===== src/rtl/audio_pkg.sv =====
// Shared audio definitions for the PDM capture writer and the playback serializer.
package audio_pkg;

    // Width of one assembled PCM/PDM word.
    localparam int WORD_W = 16;

    // System-clock cycles per mic_clk half-period (100 MHz -> 2 MHz mic clock).
    localparam int CLK_DIV_DEFAULT = 25;

    // Width of the per-word bit counter.
    localparam int BITCNT_W = $clog2(WORD_W);

    // Capture sequencer states.
    typedef enum logic [1:0] {
        CAP_IDLE  = 2'd0,
        CAP_SHIFT = 2'd1,
        CAP_WRITE = 2'd2,
        CAP_DONE  = 2'd3
    } cap_state_e;

    // Shift one bit into the LSB so the first bit ends up in the MSB.
    function automatic logic [WORD_W-1:0] shift_in_msb(input logic [WORD_W-1:0] word,
                                                        input logic            bit_i);
        return {word[WORD_W-2:0], bit_i};
    endfunction

endpackage


===== src/rtl/mic_clk_gen.sv =====
// Microphone clock divider: toggles mic_clk every CLK_DIV cycles while enabled
// and emits a one-cycle strobe on the cycle mic_clk becomes 1.
module mic_clk_gen
    import audio_pkg::*;
#(
    parameter int CLK_DIV = CLK_DIV_DEFAULT
) (
    input  logic clock,
    input  logic reset,
    input  logic enable,
    output logic mic_clk,
    output logic strobe
);

    localparam int                CNT_W    = (CLK_DIV > 1) ? $clog2(CLK_DIV) : 1;
    localparam logic [CNT_W-1:0]  CNT_LAST = CNT_W'(CLK_DIV - 1);

    logic [CNT_W-1:0] cnt_q;
    logic [CNT_W-1:0] cnt_d;
    logic             mic_clk_q;
    logic             mic_clk_d;
    logic             strobe_q;
    logic             strobe_d;

    // Next divider count, clock level and strobe; disabled divider parks at 0.
    always_comb begin
        cnt_d     = cnt_q;
        mic_clk_d = mic_clk_q;
        strobe_d  = 1'b0;
        if (!enable) begin
            cnt_d     = '0;
            mic_clk_d = 1'b0;
        end else if (cnt_q == CNT_LAST) begin
            cnt_d     = '0;
            mic_clk_d = ~mic_clk_q;
            strobe_d  = ~mic_clk_q;
        end else begin
            cnt_d     = cnt_q + CNT_W'(1);
        end
    end

    // Divider state registers with synchronous reset.
    always_ff @(posedge clock) begin
        if (reset) begin
            cnt_q     <= '0;
            mic_clk_q <= 1'b0;
            strobe_q  <= 1'b0;
        end else begin
            cnt_q     <= cnt_d;
            mic_clk_q <= mic_clk_d;
            strobe_q  <= strobe_d;
        end
    end

    assign mic_clk = mic_clk_q;
    assign strobe  = strobe_q;

endmodule


===== src/rtl/pdm_capture_writer.sv =====
// PDM microphone capture: assembles 16-bit words from the mic bitstream and
// writes them into two memory blocks of DEPTH words each, then stops.
module pdm_capture_writer
    import audio_pkg::*;
#(
    parameter int CLK_DIV = CLK_DIV_DEFAULT,
    parameter int DEPTH   = 32768
) (
    input  logic              clock,
    input  logic              reset,
    input  logic              record,
    input  logic              microphone,
    output logic              mic_clk,
    output logic [WORD_W-1:0] data,
    output logic [15:0]       memaddr,
    output logic              block1ena,
    output logic              block1wea,
    output logic              block2ena,
    output logic              block2wea,
    output logic              recording,
    output logic              done
);

    localparam logic [15:0]         LAST_ADDR = 16'(DEPTH - 1);
    localparam logic [BITCNT_W-1:0] BIT_LAST  = BITCNT_W'(WORD_W - 1);

    cap_state_e          state_q;
    cap_state_e          state_d;
    logic [BITCNT_W-1:0] bitcnt_q;
    logic [BITCNT_W-1:0] bitcnt_d;
    logic [WORD_W-1:0]   shift_q;
    logic [WORD_W-1:0]   shift_d;
    logic [WORD_W-1:0]   data_q;
    logic [WORD_W-1:0]   data_d;
    logic [15:0]         addr_q;
    logic [15:0]         addr_d;
    logic                sel_q;      // 0: block 1, 1: block 2
    logic                sel_d;
    logic                rec_prev_q;
    logic                rec_out_q;
    logic                rec_out_d;
    logic                done_q;
    logic                done_d;
    logic                blk1_we_q;
    logic                blk1_we_d;
    logic                blk2_we_q;
    logic                blk2_we_d;
    logic                rec_edge;
    logic                strobe;

    assign rec_edge = record & ~rec_prev_q;

    // The divider follows the next recording level so mic_clk stops on the
    // same edge the sequencer enters DONE or IDLE.
    mic_clk_gen #(
        .CLK_DIV (CLK_DIV)
    ) u_mic_clk_gen (
        .clock   (clock),
        .reset   (reset),
        .enable  (rec_out_d),
        .mic_clk (mic_clk),
        .strobe  (strobe)
    );

    // Sequencer next-state logic and next values of the registered outputs.
    always_comb begin
        state_d  = state_q;
        bitcnt_d = bitcnt_q;
        shift_d  = shift_q;
        data_d   = data_q;
        addr_d   = addr_q;
        sel_d    = sel_q;
        case (state_q)
            CAP_IDLE, CAP_DONE: begin
                if (rec_edge) begin
                    state_d  = CAP_SHIFT;
                    bitcnt_d = '0;
                    shift_d  = '0;
                    addr_d   = 16'd0;
                    sel_d    = 1'b0;
                end else begin
                    state_d  = state_q;
                end
            end
            CAP_SHIFT: begin
                if (strobe) begin
                    shift_d = shift_in_msb(shift_q, microphone);
                    if (bitcnt_q == BIT_LAST) begin
                        bitcnt_d = '0;
                        data_d   = shift_in_msb(shift_q, microphone);
                        state_d  = CAP_WRITE;
                    end else begin
                        bitcnt_d = bitcnt_q + BITCNT_W'(1);
                    end
                end else begin
                    shift_d = shift_q;
                end
            end
            CAP_WRITE: begin
                if (addr_q == LAST_ADDR) begin
                    if (sel_q) begin
                        state_d = CAP_DONE;
                    end else begin
                        state_d = CAP_SHIFT;
                        addr_d  = 16'd0;
                        sel_d   = 1'b1;
                    end
                end else begin
                    state_d = CAP_SHIFT;
                    addr_d  = addr_q + 16'd1;
                end
            end
            default: begin
                state_d = CAP_IDLE;
            end
        endcase

        rec_out_d = (state_d == CAP_SHIFT) || (state_d == CAP_WRITE);
        done_d    = (state_d == CAP_DONE);
        blk1_we_d = (state_d == CAP_WRITE) && !sel_d;
        blk2_we_d = (state_d == CAP_WRITE) &&  sel_d;
    end

    // Sequencer and output registers; reset wins over every transition.
    always_ff @(posedge clock) begin
        if (reset) begin
            state_q    <= CAP_IDLE;
            bitcnt_q   <= '0;
            shift_q    <= '0;
            data_q     <= '0;
            addr_q     <= 16'd0;
            sel_q      <= 1'b0;
            rec_prev_q <= 1'b0;
            rec_out_q  <= 1'b0;
            done_q     <= 1'b0;
            blk1_we_q  <= 1'b0;
            blk2_we_q  <= 1'b0;
        end else begin
            state_q    <= state_d;
            bitcnt_q   <= bitcnt_d;
            shift_q    <= shift_d;
            data_q     <= data_d;
            addr_q     <= addr_d;
            sel_q      <= sel_d;
            rec_prev_q <= record;
            rec_out_q  <= rec_out_d;
            done_q     <= done_d;
            blk1_we_q  <= blk1_we_d;
            blk2_we_q  <= blk2_we_d;
        end
    end

    assign data      = data_q;
    assign memaddr   = addr_q;
    assign block1ena = blk1_we_q;
    assign block1wea = blk1_we_q;
    assign block2ena = blk2_we_q;
    assign block2wea = blk2_we_q;
    assign recording = rec_out_q;
    assign done      = done_q;

endmodule

===== config.mk =====
export PLATFORM = sky130hd
export DESIGN_NAME = pdm_capture_writer
export DESIGN_NICKNAME = d
export VERILOG_FILES = /design/src/rtl/audio_pkg.sv /design/src/rtl/mic_clk_gen.sv /design/src/rtl/pdm_capture_writer.sv
export SDC_FILE = /design/constraint.sdc
export NUM_CORES = 1
export LEC_CHECK = 0
export CAP_MARGIN = 15
export CELL_PAD_IN_SITES_DETAIL_PLACEMENT = 1
export CELL_PAD_IN_SITES_GLOBAL_PLACEMENT = 1
export CORE_ASPECT_RATIO = 0.9
export CORE_MARGIN = 2
export CORE_UTILIZATION = 43
export DETAILED_ROUTE_END_ITERATION = 12
export PLACE_DENSITY = 0.82
export SETUP_SLACK_MARGIN = 0.15
export SYNTH_ARGS = -nofsm -noshare
export SYNTH_HDL_FRONTEND = slang
export SYNTH_SLANG_ARGS = --single-unit

===== constraint.sdc =====
create_clock -name clock -period 3.8 [get_ports clock]
set_input_delay 0.57 -clock clock [delete_from_list [all_inputs] [get_ports clock]]
set_output_delay 0.57 -clock clock [all_outputs]
set_load 0.01 [all_outputs]

# Yosys cells after proc, flatten, opt, wreduce, memory -nomap -nowiden
# Index checks and enable logic that the tools add are counted.
# Widths: inputs -> output; s select.
dict set report totals {
  inputBits 4
  reg_bits 66
  elab_cells 67
}
dict set report classes {
  eq_ne 12
  bitwise_logic 5
  n_reduce_logical 14
  addsub 3
  n_mux 19
}
# op count
set ops {}
lappend ops {{$mux 16} 3}
lappend ops {{$pmux 16 s2} 1}
lappend ops {{$pmux 15 s2} 1}
lappend ops {{$add 16x1->16 const B} 1}
lappend ops {{$eq 16x15->1 const B} 1}
lappend ops {{$mux 15} 1}
lappend ops {{$mux 4} 3}
lappend ops {{$mux 2} 5}
lappend ops {{$reduce_and 3->1} 3}
lappend ops {{$eq 2x2->1 const B} 4}
lappend ops {{$pmux 4 s2} 1}
lappend ops {{$pmux 2 s3} 1}
lappend ops {{$reduce_or 3->1} 2}
lappend ops {{$add 5x1->5 const B} 1}
lappend ops {{$eq 5x5->1 const B} 1}
lappend ops {{$add 4x1->4 const B} 1}
lappend ops {{$eq 2x1->1 const B} 2}
lappend ops {{$eq 4x4->1 const B} 1}
lappend ops {{$not 1->1} 4}
lappend ops {{$reduce_bool 2->1} 2}
lappend ops {{$reduce_or 2->1} 2}
lappend ops {{$ne 3x3->1 const B} 1}
lappend ops {{$logic_and 1x1->1} 2}
lappend ops {{$logic_not 2->1} 1}
lappend ops {{7 further kinds} 8}

# Depth between registers and ports, before layout
# Gate-level depths: netlist of the first run.
dict set report depth {
  depth_word 8
  depth_mapped 11
  mapped_depth_nobuf 11
}

# By module
# From an unflattened synthesis of the first run, not the netlist that was laid out.
dict set report unflattened {
  hier_cells 364
  area_unflattened_um2 3154.3
}
# mod cells_each seq_area_each_um2 instances area_per_inst_um2
set modules_own_cells {}
lappend modules_own_cells {pdm_capture_writer 336 1181.1 1 2866.5}
lappend modules_own_cells {mic_clk_gen 28 140.1 1 287.8}

# Worst setup path before layout of the first run
# OpenSTA, ideal clock, no wires.
dict set report synth_timing {
  path_type {reg-to-reg}
  startpoint {register addr_q[0] (netlist: memaddr[0])}
  endpoint {register u_mic_clk_gen.cnt_q[2]}
  setup_slack_ns 1.371
  t_arrival_ns 2.313
  n_path_buf 0
  t_required_ns 3.684
  synth_period_minus_slack_ns 2.429
  path_stages_with_launch 11
  cell_sequence {dfxtp_1 -> ha_1 -> nand3_1 -> or4_4 -> o21a_1 -> o21ai_0 -> ha_1 -> nand2_1 -> inv_1 -> nand2_1 -> nor2_1}
}
dict set report synth_between {
  elab_chain_len 7
  elab_cells_between_ends 8
  classes_between {3 x eq/ne; 2 x mux; 1 x bitwise; 2 x reduce/logical}
}
# item line_no
set synth_rtl {}
lappend synth_rtl {{start, declared} pdm_capture_writer.sv:35} ;# logic [15:0] addr_q;
lappend synth_rtl {{start signal, assigned} pdm_capture_writer.sv:143} ;# addr_q <= addr_d;
lappend synth_rtl {{$eq 16x15->1 (*)} pdm_capture_writer.sv:100} ;# if (addr_q == LAST_ADDR) begin
lappend synth_rtl {{$mux 2 (*)} pdm_capture_writer.sv:100}
lappend synth_rtl {{$pmux 2 s3 (*)} pdm_capture_writer.sv:73} ;# case (state_q)
lappend synth_rtl {{named net state_d[1]} pdm_capture_writer.sv:28} ;# cap_state_e state_d;
lappend synth_rtl {{$eq 2x1->1 or $eq 2x2->1 (tied branches)} pdm_capture_writer.sv:118} ;# rec_out_d = (state_d == CAP_SHIFT) || (state_d == CAP_WRITE);
lappend synth_rtl {{$logic_or 1x1->1 (*)} pdm_capture_writer.sv:118}
lappend synth_rtl {{named net rec_out_d} pdm_capture_writer.sv:41} ;# logic rec_out_d;
lappend synth_rtl {{$not 1->1 (no source line) (*)} n/a}
lappend synth_rtl {{$reduce_or 3->1 (no source line) (*)} n/a}
lappend synth_rtl {{end signal, assigned} mic_clk_gen.sv:49} ;# cnt_q <= cnt_d;
lappend synth_rtl {{end, declared} mic_clk_gen.sv:18} ;# logic [CNT_W-1:0] cnt_q;
# The timed path passes the listed nets; every way through them passes the cells marked *.
# A chain may end at the register's enable or synchronous reset.

# Final worst setup path of the first run
dict set report layout_timing {
  startpoint {register addr_q[0] (netlist: memaddr[0])}
  endpoint {register u_mic_clk_gen.cnt_q[3]}
}
# The elaborated chain is that of the path after synthesis.

==> impl_metrics.env, run 1 <==
export IMPL_status="completed"
export IMPL_cp_start_kind="flop"
export IMPL_area_growth_pct=25.3
export IMPL_post_synth_top_count_cell="dfxtp_1"
export IMPL_grt_max_degree=44
export IMPL_slew_viol_final=0
export IMPL_core_sq_um=6520
export IMPL_avgSynthCellArea_sq_um=8.59
export IMPL_hold_viol=0
export IMPL_synth_distinct_cells=46
export IMPL_start_util=0.439
export IMPL_cts_buffers=9
export IMPL_power_density_nw_per_um2=438
export IMPL_vdd_drop_max_mv=0.207
export IMPL_gr_total_overflow=0
export IMPL_ys_seq_area_frac=0.462
export IMPL_ctsResizeCount=0
export IMPL_grt_pass1_wl_mm=12.0
export IMPL_cp_required_ns=4.04
export IMPL_hp_start="data[14]"
export IMPL_gp_congestion=0.787
export IMPL_fmax_mhz=362
export IMPL_setup_viol_count_final=0
export IMPL_synth_common_cells="dfxtp_1 (66), nand2_1 (62), a21oi_1 (38)"
export IMPL_synth_top_flop_cell="dfxtp_1"
export IMPL_routedWlPerCell_um=15.4
export IMPL_startpoint="memaddr[0]"
export IMPL_cts_max_level=3
export IMPL_cp_end_kind="flop"
export IMPL_fin_worst_skew_ns=0.00634
export IMPL_yosysTopAreaCellShare=0.462
export IMPL_synthesis_nets=345
export IMPL_critPathKind="reg2reg"
export IMPL_ant_nets=0
export IMPL_crit_fanout=6
export IMPL_clk_path_buf_depth=2
export IMPL_clk_latency_ns=0.34
export IMPL_io_buffers=42
export IMPL_dr_pass1_iters=4
export IMPL_grtUsageTotal=0.207
export IMPL_final_layout_size_suffix_gt1_frac=0.101
export IMPL_synth_edf_count=0
export IMPL_nFillCells=781
export IMPL_netlist_area_sq_um=2860
export IMPL_clk_pin_slew_ns=0.07
export IMPL_antennaDiodeCount=0
export IMPL_drv_cap=0
export IMPL_dieArea_sq_um=7320
export IMPL_netlist_instances=333
export IMPL_dr_first_iter_drc_count=121
export IMPL_hp_class="reg2reg"
export IMPL_r2r_start="memaddr[0]"
export IMPL_synth_warnings=0
export IMPL_viasPerCell=5.50
export IMPL_ys_ff_latch=66
export IMPL_antenna_found_initial=0
export IMPL_ioPinCount=43
export IMPL_finalCritPeriodShare=0.727
export IMPL_postRouteWirelength_mm=7.15
export IMPL_ys_top_cells_by_area="dfxtp_1 (46%), nand2_1 (8.1%), a21oi_1 (6.7%)"
export IMPL_async_flop_share=0
export IMPL_num_rows=28
export IMPL_leakage_nw=1.34
export IMPL_synth_largest_area_cell="dfxtp_1"
export IMPL_finalCriticalPeriod_ns=2.76
export IMPL_nets=382
export IMPL_vias=2559
export IMPL_cts_hold_buf=0
export IMPL_cts_sinks=66
export IMPL_relSlewSlack=0.415
export IMPL_remaining_drc_errors=0
export IMPL_rsz0062_at_grt="no"
export IMPL_cts_tree="done"
export IMPL_worst_hold_slack_ns=0.454
export IMPL_cts_setup_buffers=0
export IMPL_die_h_um=81.4
export IMPL_clockRootBuffer="clkbuf_8"
export IMPL_hpwl_mm=4.74
export IMPL_fin_tns_setup_ns=0
export IMPL_critPathArrivalTime_ns=3.00
export IMPL_grt_pass1_vias=2545
export IMPL_tightestPinTransition_ns=0.878
export IMPL_die_x_um=90.0
==> state kept, by name, summed over array words and instances (netlist names) <==
register,count
rec_prev_q,1
done,1
shift_q,15
block1ena,1
sel_q,1
block2ena,1
bitcnt_q,4
state_q,2
data,16
u_mic_clk_gen.cnt_q,5
u_mic_clk_gen.mic_clk,1
memaddr,16
recording,1
u_mic_clk_gen.strobe,1
==> final cells by class <==
class,instances,area [sq um],area share
Sequential cell,66,1320,0.369
Clock inverter,7,141,0.0395
Inverter,8,30.0,0.00838
Multi-Input combinational cell,240,1410,0.394
Tap cell,90,113,0.0314
Clock buffer,9,124,0.0346
Timing Repair Buffer,45,443,0.124
==> kinds of logic (layout without fill, tap and decap cells) <==
kind of cell / Yosys count / count (layout) / synth area share
flip-flops: 66 / 66 / 0.462
XOR/XNOR: 4 / 4 / 0.0123
AO/OA/AOI/OAI: 69 / 69 / 0.156
buffers and inverters: 27 / 69 / 0.0446
multiplexers: 2 / 2 / 0.00744
AND/OR/NAND/NOR: 157 / 157 / 0.282
adder cells (fa/ha/maj): 8 / 8 / 0.0350
==> path summary, 6_finish.rpt <==
check | to | slack (ns) | cells past startpoint
hold reg to reg | data[14] | 0.45 | 2
setup / recovery | u_mic_clk_gen.cnt_q[3] | 1.04 | 10
hold / removal | data[14] | 0.45 | 2
setup reg to reg | u_mic_clk_gen.cnt_q[3] | 1.04 | 10
==> metal layers <==
metal | global-route usage | vias up | routed length (um)
met5 | 0 | - | 0
met4 | 0.0908 | 0 | 143
met3 | 0.0640 | 13 | 301
met2 | 0.336 | 52 | 3380
met1 | 0.259 | 1246 | 3330
li1 | - | 1248 | -
==> power breakdown <==
group,leakage [nW],switching (mW),internal [mW]
combinational,0.676,0.0618,0.0254
sequential,0.532,0.00420,0.697
clock,0.129,0.277,0.502
==> cells in the final DEF (no fill, tap or decap), drive strengths merged, types with 3 or more instances in the layout <==
cell / instances
a211o: 6
a21o: 3
a21oi: 38
a221o: 4
and2: 4
and3: 13
buf: 3
bufinv: 4
clkbuf: 9
clkdlybuf4s50: 42
dfxtp: 66
ha: 8
inv: 8
nand2: 62
nand3: 25
nand4: 5
nand4b: 3
nor2: 14
nor2b: 6
nor3: 12
o21ai: 7
or3: 3
xor2: 3
==> stage by stage <==
step / cells / util / setup WS, ns / power, mW / area (sq um)
after global routing: 465 / 0.550 / 0.842 / 1.62 / 3580
after global placement: 449 / 0.509 / 1.23 / 0.802 / 3320
final: 465 / 0.550 / 1.04 / 1.57 / 3580
after CTS: 465 / 0.550 / 1.03 / 1.58 / 3580
after detailed placement: 449 / 0.509 / 1.15 / 0.804 / 3320
after floorplan: 333 / - / 1.37 / 0.781 / 2860
==> critical path: stages, from the launching register on <==
cell	delay, ns
dfxtp_1	0.45
ha_1	0.28
nand3_1	0.21
or4_4	0.57
o21a_1	0.18
o21ai_0	0.30
ha_1	0.29
nand2_1	0.10
inv_1	0.07
nand2_1	0.12
nor2_1	0.07
No activity file was read; power rests on OpenSTA's default activity.
==> inputs of run 2 (changes only) <==
--- a/config.mk
+++ b/config.mk
@@ -10,9 +10,9 @@
 export CELL_PAD_IN_SITES_GLOBAL_PLACEMENT = 1
 export CORE_ASPECT_RATIO = 0.9
 export CORE_MARGIN = 2
-export CORE_UTILIZATION = 43
+export CORE_UTILIZATION = 36
 export DETAILED_ROUTE_END_ITERATION = 12
-export PLACE_DENSITY = 0.82
+export PLACE_DENSITY = 0.73
 export SETUP_SLACK_MARGIN = 0.15
 export SYNTH_ARGS = -nofsm -noshare
 export SYNTH_HDL_FRONTEND = slang
==> constraint.sdc (replaced) <==
create_clock -name clock -period 2.2 [get_ports clock]
set_input_delay 0.33 -clock clock [delete_from_list [all_inputs] [get_ports clock]]
set_output_delay 0.33 -clock clock [all_outputs]
set_load 0.01 [all_outputs]
==> run 2 against run 1 <==
Compared with the run above: routed wire length up 8.2%; non-clock buffer count up 30; clock skew up 0.0015 ns; largest power group is now registers; clock power increased by 42%; via count increased by 3.2%; critical path depth down 1; total power rose by 60%; final cell count increased by 7.7%; global-route usage shrank 2.5 points; worst setup slack lost 0.94 ns; register-to-register slack worse by 0.94 ns; design area grew 8.3%.
==> impl_metrics.env, run 2 (same netlist as run 1, synthesis figures left out) <==
export IMPL_status="completed"
export IMPL_cts_hold_buf=0
export IMPL_seqPwrFrac=0.481
export IMPL_crit_fanout=3
export IMPL_clk_pin_slew_ns=0.07
export IMPL_tightestPinTransition_ns=0.384
export IMPL_hold_end="data[13]"
export IMPL_place_ws_ns=-0.0382
export IMPL_ioPinCount=43
export IMPL_layout_common_cells="nand2_1 (60), dfxtp_1 (57), clkdlybuf4s50_1 (42)"
export IMPL_clockRootBuffer="clkbuf_8"
export IMPL_cts_tree="done"
export IMPL_gp_congestion=0.768
export IMPL_grt_pass1_wl_mm=12.6
export IMPL_die_h_um=88.5
export IMPL_finalCritPeriodShare=0.956
export IMPL_fin_worst_skew_ns=0.00783
export IMPL_cts_sinks=66
export IMPL_critPathKind="reg2reg"
export IMPL_nFillCells=895
export IMPL_viasPerCell=5.27
export IMPL_hpwl_mm=5.09
export IMPL_remaining_drc_errors=0
export IMPL_cts_buffers=9
export IMPL_hold_viol=0
export IMPL_cp_end_kind="flop"
export IMPL_drv_cap=0
export IMPL_grtUsageTotal=0.182
export IMPL_setup_slack_ns=0.0972
export IMPL_cts_max_level=3
export IMPL_grt_pass1_vias=2632
export IMPL_dieArea_sq_um=8670
export IMPL_cp_required_ns=2.44
export IMPL_clockPowerShare=0.440
export IMPL_antenna_found_initial=0
export IMPL_r2r_start="memaddr[0]"
export IMPL_leakage_nw=1.47
export IMPL_routedWlPerCell_um=15.5
export IMPL_io_buffers=42
export IMPL_final_common_cell="nand2_1"
export IMPL_hold_depth=2
export IMPL_dr_pass1_iters=4
export IMPL_vias=2642
export IMPL_fin_util=0.509
export IMPL_p_sw_frac=0.234
export IMPL_postRouteWirelength_mm=7.74
export IMPL_power_density_nw_per_um2=649
export IMPL_start_util=0.375
export IMPL_intPower_mw=1.93
export IMPL_slew_viol_final=0
export IMPL_grt_max_degree=32
export IMPL_worst_hold_slack_ns=0.454
export IMPL_p_comb_frac=0.080
export IMPL_num_rows=30
export IMPL_gr_total_overflow=0
export IMPL_nets=412
export IMPL_p_switching_mw=0.588
export IMPL_fmax_mhz=476
export IMPL_die_x_um=97.9
export IMPL_r2r_end="u_mic_clk_gen.cnt_q[1]"
export IMPL_final_layout_size_suffix_gt1_frac=0.217
export IMPL_clk_latency_ns=0.34
export IMPL_hp_class="reg2reg"
export IMPL_ant_nets=0
export IMPL_vdd_drop_max_mv=0.404
export IMPL_dr_first_iter_drc_count=69
export IMPL_hp_start="data[13]"
export IMPL_rsz0062_at_grt="yes"
export IMPL_core_sq_um=7620
export IMPL_relSlewSlack=0.742
export IMPL_clk_path_buf_depth=2
export IMPL_antennaDiodeCount=0
export IMPL_area_growth_pct=35.7
export IMPL_rr_worst_depth=9
export IMPL_finalCriticalPeriod_ns=2.10
export IMPL_regToRegSetupSlack_ns=0.1
export IMPL_finalPower_mw=2.52
export IMPL_critPathArrivalTime_ns=2.34
export IMPL_setup_viol_count_final=0
export IMPL_cp_start_kind="flop"
-- run 2: cell types whose count changed in the layout (fill, tap and decap cells not counted), moves of 2 or more --
| cell | before | now |
|---|---|---|
| clkbuf_8 | 9 | 13 |
| clkbuf_1 | 0 | 2 |
| ha_1 | 8 | 6 |
| buf_4 | 3 | 32 |
| o21ai_0 | 6 | 4 |
| bufinv_16 | 4 | 1 |
| dfxtp_1 | 66 | 57 |
| dfxtp_4 | 0 | 2 |
| nand2_2 | 0 | 2 |
| nand2_1 | 62 | 60 |
| ha_4 | 0 | 2 |
| dfxtp_2 | 0 | 7 |
-- run 2: worst max-delay path: stages (launching register included) --
cell	delay [ns]
dfxtp_4	0.36
ha_4	0.15
nand3_4	0.07
or4_4	0.51
o21a_1	0.20
o21ai_2	0.13
ha_1	0.26
nand2_2	0.10
inv_2	0.05
and3_1	0.15
-- run 2: per-stage QoR --
| stage | cells | setup TNS, ns | cell area [sq um] |
|---|---|---|---|
| after floorplan | 333 | 0 | 2910 |
| after global placement | 474 | 0 | 3510 |
| after detailed placement | 474 | -0.135 | 3510 |
| after CTS | 496 | 0 | 3800 |
| after global routing | 501 | 0 | 3880 |
| final | 501 | 0 | 3880 |
-- run 2: repair_timing --
item	in CTS	in global routing
endpoints found under the hold margin	0	0
resized for setup	5	9
setup endpoints to repair	18	22
pin swaps	2	7
setup buffers	6	5
-- run 2: metal layers --
metal / track usage / part of all wire / vias up
li1: - / - / 1298
met1: 0.241 / 0.49 / 1302
met2: 0.304 / 0.47 / 37
met5: 0 / 0 / -
met3: 0.0403 / 0.026 / 5
met4: 0.0530 / 0.0071 / 0
-- run 2: final cells by class --
cell class / instances / area [sq um] / share of cell area
clock buffers: 15 / 186 / 0.0481
flip-flops and latches: 66 / 1340 / 0.345
multi-input cells: 240 / 1490 / 0.385
inverters: 8 / 30.0 / 0.00774
well taps: 96 / 120 / 0.0310
repair buffers: 75 / 681 / 0.175
clock inverters: 1 / 30.0 / 0.00774
-- run 2: how the worst max path moves through the flow --
stage	start	slack [ns]	depth (start not counted)	end
after floorplan	memaddr[0]	0.11	9	u_mic_clk_gen.cnt_q[1]
after global placement	record	0.07	6	memaddr[2]
after detailed placement	record	-0.04	10	u_mic_clk_gen.cnt_q[2]
after CTS	memaddr[0]	0.08	10	u_mic_clk_gen.cnt_q[2]
after global routing	memaddr[0]	0.003	9	u_mic_clk_gen.cnt_q[1]
final	memaddr[0]	0.1	9	u_mic_clk_gen.cnt_q[1]
-- run 2: power by group through the flow --
stage	clock network, mW	logic (mW)	registers (mW)
floorplan	0	0.115	1.24
global placement	0	0.168	1.24
detailed placement	0	0.171	1.24
CTS	1.14	0.180	1.21
global route	1.19	0.218	1.21
finish	1.11	0.200	1.21
==> inputs of run 3 (changes only) <==
--- a/config.mk
+++ b/config.mk
@@ -5,15 +5,15 @@
 export SDC_FILE = /design/constraint.sdc
 export NUM_CORES = 1
 export LEC_CHECK = 0
-export CAP_MARGIN = 15
 export CELL_PAD_IN_SITES_DETAIL_PLACEMENT = 1
 export CELL_PAD_IN_SITES_GLOBAL_PLACEMENT = 1
 export CORE_ASPECT_RATIO = 0.9
 export CORE_MARGIN = 2
-export CORE_UTILIZATION = 36
+export CORE_UTILIZATION = 37
 export DETAILED_ROUTE_END_ITERATION = 12
 export PLACE_DENSITY = 0.73
 export SETUP_SLACK_MARGIN = 0.15
 export SYNTH_ARGS = -nofsm -noshare
 export SYNTH_HDL_FRONTEND = slang
+export SYNTH_HIERARCHICAL = 1
 export SYNTH_SLANG_ARGS = --single-unit
==> run 3 against run 2 <==
Compared with the run above: routed wire length is 13% higher; sequential share of layout area shrank 2.6 points; core utilization is 0.31 points higher; design area up 7.5%; first-iteration DRC count increased by 48%; largest power group unchanged.
==> impl_metrics.env, run 3 <==
export IMPL_clk_path_buf_depth=2
export IMPL_grt_pass1_vias=2913
export IMPL_dr_pass1_iters=4
export IMPL_postRouteWirelength_mm=8.78
export IMPL_final_layout_size_suffix_gt1_frac=0.195
export IMPL_cts_hold_buf=0
export IMPL_area_growth_pct=32.2
export IMPL_fin_worst_skew_ns=0.0120
export IMPL_async_flop_share=0
export IMPL_die_h_um=91.6
export IMPL_avgSynthCellArea_sq_um=8.67
export IMPL_grt_use_met1=0.279
export IMPL_place_ws_ns=-0.0368
export IMPL_relSlewSlack=0.626
export IMPL_synth_edf_count=0
export IMPL_netlist_instances=364
export IMPL_io_buffers=42
export IMPL_worst_hold_slack_ns=0.307
export IMPL_yosysTopAreaCellShare=0.419
export IMPL_layout_common_cells="dfxtp_1 (62), nand2_1 (46), clkdlybuf4s50_1 (41)"
export IMPL_antennaDiodeCount=0
export IMPL_setup_slack_ns=0.139
export IMPL_clk_latency_ns=0.34
export IMPL_nets=445
export IMPL_synthesis_nets=376
export IMPL_cts_buffers=9
export IMPL_finalCritPeriodShare=0.937
export IMPL_synth_common_cells="dfxtp_1 (66), nand2_1 (47), nor2_1 (30)"
export IMPL_setup_viol_count_final=0
export IMPL_ioPinCount=43
export IMPL_rsz0062_at_grt="yes"
export IMPL_start_util=0.387
export IMPL_regToRegSetupSlack_ns=0.14
export IMPL_status="completed"
export IMPL_leakage_nw=1.53
export IMPL_final_common_cell="dfxtp_1"
export IMPL_synth_warnings=6
export IMPL_synth_top_flop_cell="dfxtp_1"
export IMPL_clk_pin_slew_ns=0.07
export IMPL_grt_busiest_layer="met2"
export IMPL_remaining_drc_errors=0
export IMPL_netlist_area_sq_um=3150
export IMPL_gp_congestion=0.821
export IMPL_die_x_um=101
export IMPL_dieArea_sq_um=9280
export IMPL_cp_required_ns=2.47
export IMPL_cts_max_level=3
export IMPL_clockRootBuffer="clkbuf_8"
export IMPL_hp_class="in2reg"
export IMPL_ys_top_cells_by_area="dfxtp_1 (42%), nand2_1 (5.6%), mux2i_1 (5.4%)"
export IMPL_synth_largest_area_cell="dfxtp_1"
export IMPL_ys_ff_latch=66
export IMPL_drv_cap=0
export IMPL_dr_first_iter_drc_count=102
export IMPL_grt_max_degree=26
export IMPL_power_density_nw_per_um2=667
export IMPL_viasPerCell=5.39
export IMPL_grtUsageMet3=0.0493
export IMPL_ant_nets=0
export IMPL_gr_total_overflow=0
export IMPL_fmax_mhz=485
export IMPL_core_sq_um=8150
export IMPL_slew_viol_final=0
export IMPL_crit_fanout=6
export IMPL_grtUsageTotal=0.195
export IMPL_synth_distinct_cells=55
export IMPL_vdd_drop_max_mv=0.436
export IMPL_vias=2891
export IMPL_path_cells="ha_4, and4_4, and4_4, nand2_4, a22oi_2, ha_1, inv_1, nand2b_1, nand2b_4, nor2_2"
export IMPL_cts_tree="done"
export IMPL_use_met2=0.292
export IMPL_cp_slowest_stage_delay_ns=0.37
export IMPL_num_rows=31
export IMPL_grt_pass1_wl_mm=14.3
export IMPL_finalCriticalPeriod_ns=2.06
export IMPL_ys_seq_area_frac=0.419
export IMPL_antenna_found_initial=0
export IMPL_routedWlPerCell_um=16.4
export IMPL_post_synth_top_count_cell="dfxtp_1"
export IMPL_hpwl_mm=5.96
export IMPL_cp_start_kind="flop"
export IMPL_cp_end_kind="flop"
export IMPL_crit_slowest_cell="dfxtp_4"
export IMPL_hold_viol=0
export IMPL_critPathKind="reg2reg"
export IMPL_tightestPinTransition_ns=0.559
export IMPL_critPathArrivalTime_ns=2.33
export IMPL_cts_sinks=66
export IMPL_crit_top_cell="and4_4"
[run 3: metrics by stage]
| step | cell area (sq um) | std cells | power [mW] | util | TNS (ns) |
|---|---|---|---|---|---|
| 2_1_floorplan | 3170 | 364 | 1.49 | - | 0 |
| 3_3_place_gp | 3810 | 512 | 1.60 | 0.468 | 0 |
| 3_5_place_dp | 3810 | 512 | 1.61 | 0.468 | -0.0706 |
| 4_1_cts | 4080 | 530 | 2.77 | 0.501 | 0 |
| 5_1_grt | 4170 | 536 | 2.91 | 0.512 | 0 |
| 6_report | 4170 | 536 | 2.78 | 0.512 | 0 |
[run 3: worst max-delay path: cells and delay by family (launching register included)]
kind,cells,cell delay [ns]
compound gates,1,0.20
fa+ha+maj,2,0.43
buf+inv,1,0.08
flops,1,0.37
simple gates,6,0.91
[run 3: where the power goes]
part / switching (mW) / internal [mW]
sequential: 0.0168 / 1.21
combinational: 0.240 / 0.171
clock: 0.450 / 0.696
total: 0.707 / 2.08
[run 3: per-layer routing]
layer  vias up  part of all wire
met3         6             0.047
met2        61              0.46
met5         -                 0
li1       1418                 -
met1      1406              0.48
met4         0            0.0084
[run 3: final cells by class]
type	instances	area, sq um
fillers	950	3970
multi-input cells	256	1720
flip-flops and latches	66	1330
repair buffers	78	698
clock buffers	13	159
well taps	99	124
inverters	22	82.6
clock inverters	2	60.1
[run 3: logic make-up (layout without fill, tap and decap cells)]
| group | Yosys count | count (layout) | synth area share |
|---|---|---|---|
| fa+ha+maj | 8 | 8 | 0.0317 |
| mux | 17 | 17 | 0.0539 |
| buf+inv | 42 | 115 | 0.0647 |
| simple gates | 159 | 159 | 0.276 |
| xor+xnor | 4 | 4 | 0.0111 |
| compound gates | 68 | 68 | 0.144 |
| flops | 66 | 66 | 0.419 |
[run 3: final timing paths]
path,start,depth (start not counted),to
min,reset,2,bitcnt_q[0]
min reg2reg,data[8],2,data[8]
max reg2reg,memaddr[0],10,u_mic_clk_gen/cnt_q[1]
max,memaddr[0],10,u_mic_clk_gen/cnt_q[1]
[run 3: what timing repair did]
| action | in CTS | in global routing |
|---|---|---|
| pin swaps | 3 | 9 |
| resized for setup | 9 | 14 |
| setup endpoints to repair | 7 | 12 |
| setup buffers | 3 | 6 |
| gates cloned | 0 | 0 |
==> RTL change 1: new RTL, flow settings as in run 2 <==
Remove the register `rec_out_q`: a continuous assignment takes its place, so the output `recording` follows one clock earlier.
--- a/src/rtl/pdm_capture_writer.sv
+++ b/src/rtl/pdm_capture_writer.sv
@@ -131,7 +131,6 @@
             addr_q     <= 16'd0;
             sel_q      <= 1'b0;
             rec_prev_q <= 1'b0;
-            rec_out_q  <= 1'b0;
             done_q     <= 1'b0;
             blk1_we_q  <= 1'b0;
             blk2_we_q  <= 1'b0;
@@ -143,12 +142,13 @@
             addr_q     <= addr_d;
             sel_q      <= sel_d;
             rec_prev_q <= record;
-            rec_out_q  <= rec_out_d;
             done_q     <= done_d;
             blk1_we_q  <= blk1_we_d;
             blk2_we_q  <= blk2_we_d;
         end
     end
+
+    assign rec_out_q = rec_out_d;
 
     assign data      = data_q;
     assign memaddr   = addr_q;
Function: changed (Yosys sat finds a counterexample within 4 cycles, from zero or initial values and one cycle with reset high).
==> RTL change 1 against run 2 <==
The flow now finishes with violations (setup timing). Worst setup slack worse by 130 ps. Routed wire length is 9.9% higher. Final area is 9.6% higher. Hold slack worse by 1.8 ps. Area after synthesis is 3.8% higher. Sequential cell count is 1 lower. First-iteration DRC count is 2.9% higher. Non-clock buffer count is 25 higher. Synthesized cell count is 3.3% higher. Critical path type is now register to output pin.
Power is not compared: it rests on default switching activity, and its combinational part moved more than twofold at a synthesized area within 25%.
==> RTL change 1: results <==
set metrics [dict create \
    startpoint "state_q[0]" \
    status "finished with violations" \
    dp_hpwl_um 5760 \
    place.gp.congestion 0.743 \
    final.setup.tns_ps -30.8 \
    yosysSeqAreaShare_pct 43.8 \
    syn_nets 356 \
    synth.top_cells.by_area "dfxtp_1 44%, mux2i_1 6.4%, nand2_1 5.1%" \
    violations "setup timing" \
    vias_per_cell 5.26 \
    finalSetupViolCount 1 \
    fin_ws_ps -30.8 \
    cp_data_arrival_time_ps 1900 \
    wl_um 8510 \
    fin_nets 448 \
    max_slew.worst_pin.slew_ps 606 \
    first_iter_violations 71 \
    drive_above_1_share_pct 24.3 \
    grt_first_pass_wirelength_um 14300 \
    reg2regPathDepth 8 \
    synth.distinct_cells 45 \
    nFillCells 932 \
    grt_use_total_pct 19.8 \
    synthTopCellsByCount "65 x dfxtp_1, 40 x nand2_1, 25 x inv_1, 25 x nor2_1, 22 x a21oi_1" \
    holdCritStartpoint "data[5]" \
    clock_skew_ps 7.80 \
    crit_fanout 5 \
    grt_max_degree 44 \
    first_pass_iters 4 \
    grt_pass1_vias 3027 \
]
RTL change 1: cell types whose count changed after synthesis, sizes merged, moves of 13 or more:
cell   change
inv       +17
nand2     -22
or4       +13
a21oi     -15
mux2i     +18
RTL change 1: path summary, 6_finish.rpt:
check                           slack [ps]          end
worst max-delay path                   -30    recording
worst min-delay path                   450      data[5]
worst max register to register         210  bitcnt_q[3]
worst min register to register         450      data[5]
RTL change 1: layer usage:
| layer | part of all wire, % | up-vias | global-route usage [%] |
|---|---|---|---|
| met2 | 50 | 47 | 34.2 |
| met3 | 3.3 | 11 | 5.37 |
| li1 | - | 1404 | - |
| met1 | 45 | 1378 | 24.0 |
| met4 | 1.4 | 0 | 5.59 |
| met5 | 0 | - | 0 |
RTL change 1: worst max-delay path, stage by stage, from the launching register on:
cell,delay [ps]
dfxtp_2,340
inv_2,50
ha_4,300
nor2_2,50
a21o_1,160
a22o_1,240
inv_2,80
ha_4,200
buf_6,110
RTL change 1: repair_timing:
item | 4_1_cts | 5_1_grt
pin swaps | 7 | 1
setup buffers | 7 | 1
gates resized for setup | 28 | 7
gates cloned | 0 | 1
endpoints found under the setup margin | 8 | 31
hold buffers | 0 | 0
RTL change 1: stage by stage:
step | instance area (sq um) | setup slack, ps | std cells | utilization, % | power, mW
after detailed placement | 3860 | -301 | 515 | 48.1 | 1.65
after CTS | 4210 | -42.8 | 538 | 52.4 | 2.85
after global routing | 4250 | -146 | 540 | 53.0 | 2.96
after global placement | 3860 | -252 | 515 | 48.1 | 1.64
after floorplan | 3020 | 157 | 344 | - | 1.49
final | 4250 | -30.8 | 540 | 53.0 | 2.85
RTL change 1: final cells by class:
class / instances / area [sq um] / share of cell area [%]
Tap cell: 99 / 124 / 2.91
Multi-Input combinational cell: 235 / 1620 / 38.0
Inverter: 25 / 93.8 / 2.21
Timing Repair Buffer: 100 / 881 / 20.7
Clock inverter: 4 / 76.3 / 1.79
Sequential cell: 65 / 1320 / 31.0
Clock buffer: 12 / 145 / 3.41
RTL change 1: logic make-up (layout without fill, tap and decap cells):
| group | count (synthesis) | after routing | synth area share, % |
|---|---|---|---|
| buffers and inverters | 44 | 141 | 5.94 |
| multiplexers | 19 | 19 | 6.41 |
| flip-flops | 65 | 65 | 43.8 |
| XOR/XNOR | 4 | 4 | 1.18 |
| AO/OA/AOI/OAI | 57 | 57 | 12.9 |
| adder cells (fa/ha/maj) | 8 | 8 | 3.37 |
| AND/OR/NAND/NOR | 147 | 147 | 26.3 |
RTL change 1: power by group:
part           switching (mW)  leakage (nW)  total (mW)  internal (mW)
Sequential             0.0115         0.529        1.20           1.19
Clock                   0.474         0.107        1.15          0.672
Combinational           0.261         0.893       0.498          0.237
Total                   0.747          1.53        2.85           2.10
==> RTL change 2: new RTL, config.mk and constraints of run 2 <==
Made on the original files. `CLK_DIV_DEFAULT`: 25 -> 50.
--- a/src/rtl/audio_pkg.sv
+++ b/src/rtl/audio_pkg.sv
@@ -5,7 +5,7 @@
     localparam int WORD_W = 16;
 
     // System-clock cycles per mic_clk half-period (100 MHz -> 2 MHz mic clock).
-    localparam int CLK_DIV_DEFAULT = 25;
+    localparam int CLK_DIV_DEFAULT = 50;
 
     // Width of the per-word bit counter.
     localparam int BITCNT_W = $clog2(WORD_W);
Behaviour: no difference found for any inputs over 10 cycles, from zero or initial values and one cycle with reset high; that may be too few to reach the edited logic, so the function may still have changed.
==> RTL change 2 against run 2 <==
Sequential cell count grew 1. Power grew 0.40%. Routed wire length grew 17%. Critical path type unchanged. Count of clock-buffer cells in the layout shrank 6. Synthesized cell count grew 11%. Final cell count grew 11%. Area after synthesis grew 8.1%. Final area grew 5.5%. Worst setup slack gained 120 ps.
==> RTL change 2: results <==
set metrics [dict create \
    synthTopCellsByCount "67 x dfxtp_1, 65 x nand2_1, 40 x a21oi_1, 33 x nand3_1, 18 x inv_1" \
    crit_fanout 7 \
    fin_ws_ps 218 \
    fin_area_sq_um 4090 \
    place_area_sq_um 3770 \
    drive_above_1_share_pct 17.6 \
    grt_use_total_pct 20.2 \
    postCtsResizedCells 12 \
    synth_compound_area_share_pct 17.5 \
    vdd_drop_max_uv 455 \
    synth.top_cells.by_area "dfxtp_1 43%, nand2_1 7.9%, a21oi_1 6.5%" \
    cts_setup_buffers 1 \
    fin_nets 445 \
    dp_cells 537 \
    nFillCells 1020 \
    inv_count 18 \
    first_iter_violations 142 \
    grt.met2_usage_pct 31.9 \
    synth_mux_area_share_pct 1.66 \
    grt.met3_usage_pct 5.41 \
    pre_cts_ws_ps -114 \
    sh_seq_area_pct 32.8 \
    synth_xor_area_share_pct 1.42 \
    status "complete, no violations" \
    dp_hpwl_um 6260 \
]
RTL change 2: cell count changes in the layout (fill, tap and decap cells not counted), moves of 5 or more:
cell and change:
dfxtp_2 -5, o21ai_0 +5, and3_1 -7, inv_1 +11, nand3_1 +7, a211o_2 -6
dfxtp_1 +8, nand4_1 +8
RTL change 2: worst paths after layout:
| kind | cells after the start | slack (ps) | endpoint | startpoint |
|---|---|---|---|---|
| worst max register to register | 7 | 220 | bitcnt_q[3] | state_q[0] |
| worst min-delay path | 2 | 460 | shift_q[14] | shift_q[14] |
| worst max-delay path | 7 | 220 | bitcnt_q[3] | state_q[0] |
| worst min register to register | 2 | 460 | shift_q[14] | shift_q[14] |
RTL change 2: power groups by stage:
stage | Combinational, mW | Sequential, mW | Clock (mW)
2_1_floorplan | 0.117 | 1.26 | 0
3_3_place_gp | 0.177 | 1.26 | 0
3_5_place_dp | 0.182 | 1.26 | 0
4_1_cts | 0.197 | 1.23 | 1.12
5_1_grt | 0.237 | 1.23 | 1.16
6_report | 0.217 | 1.23 | 1.08
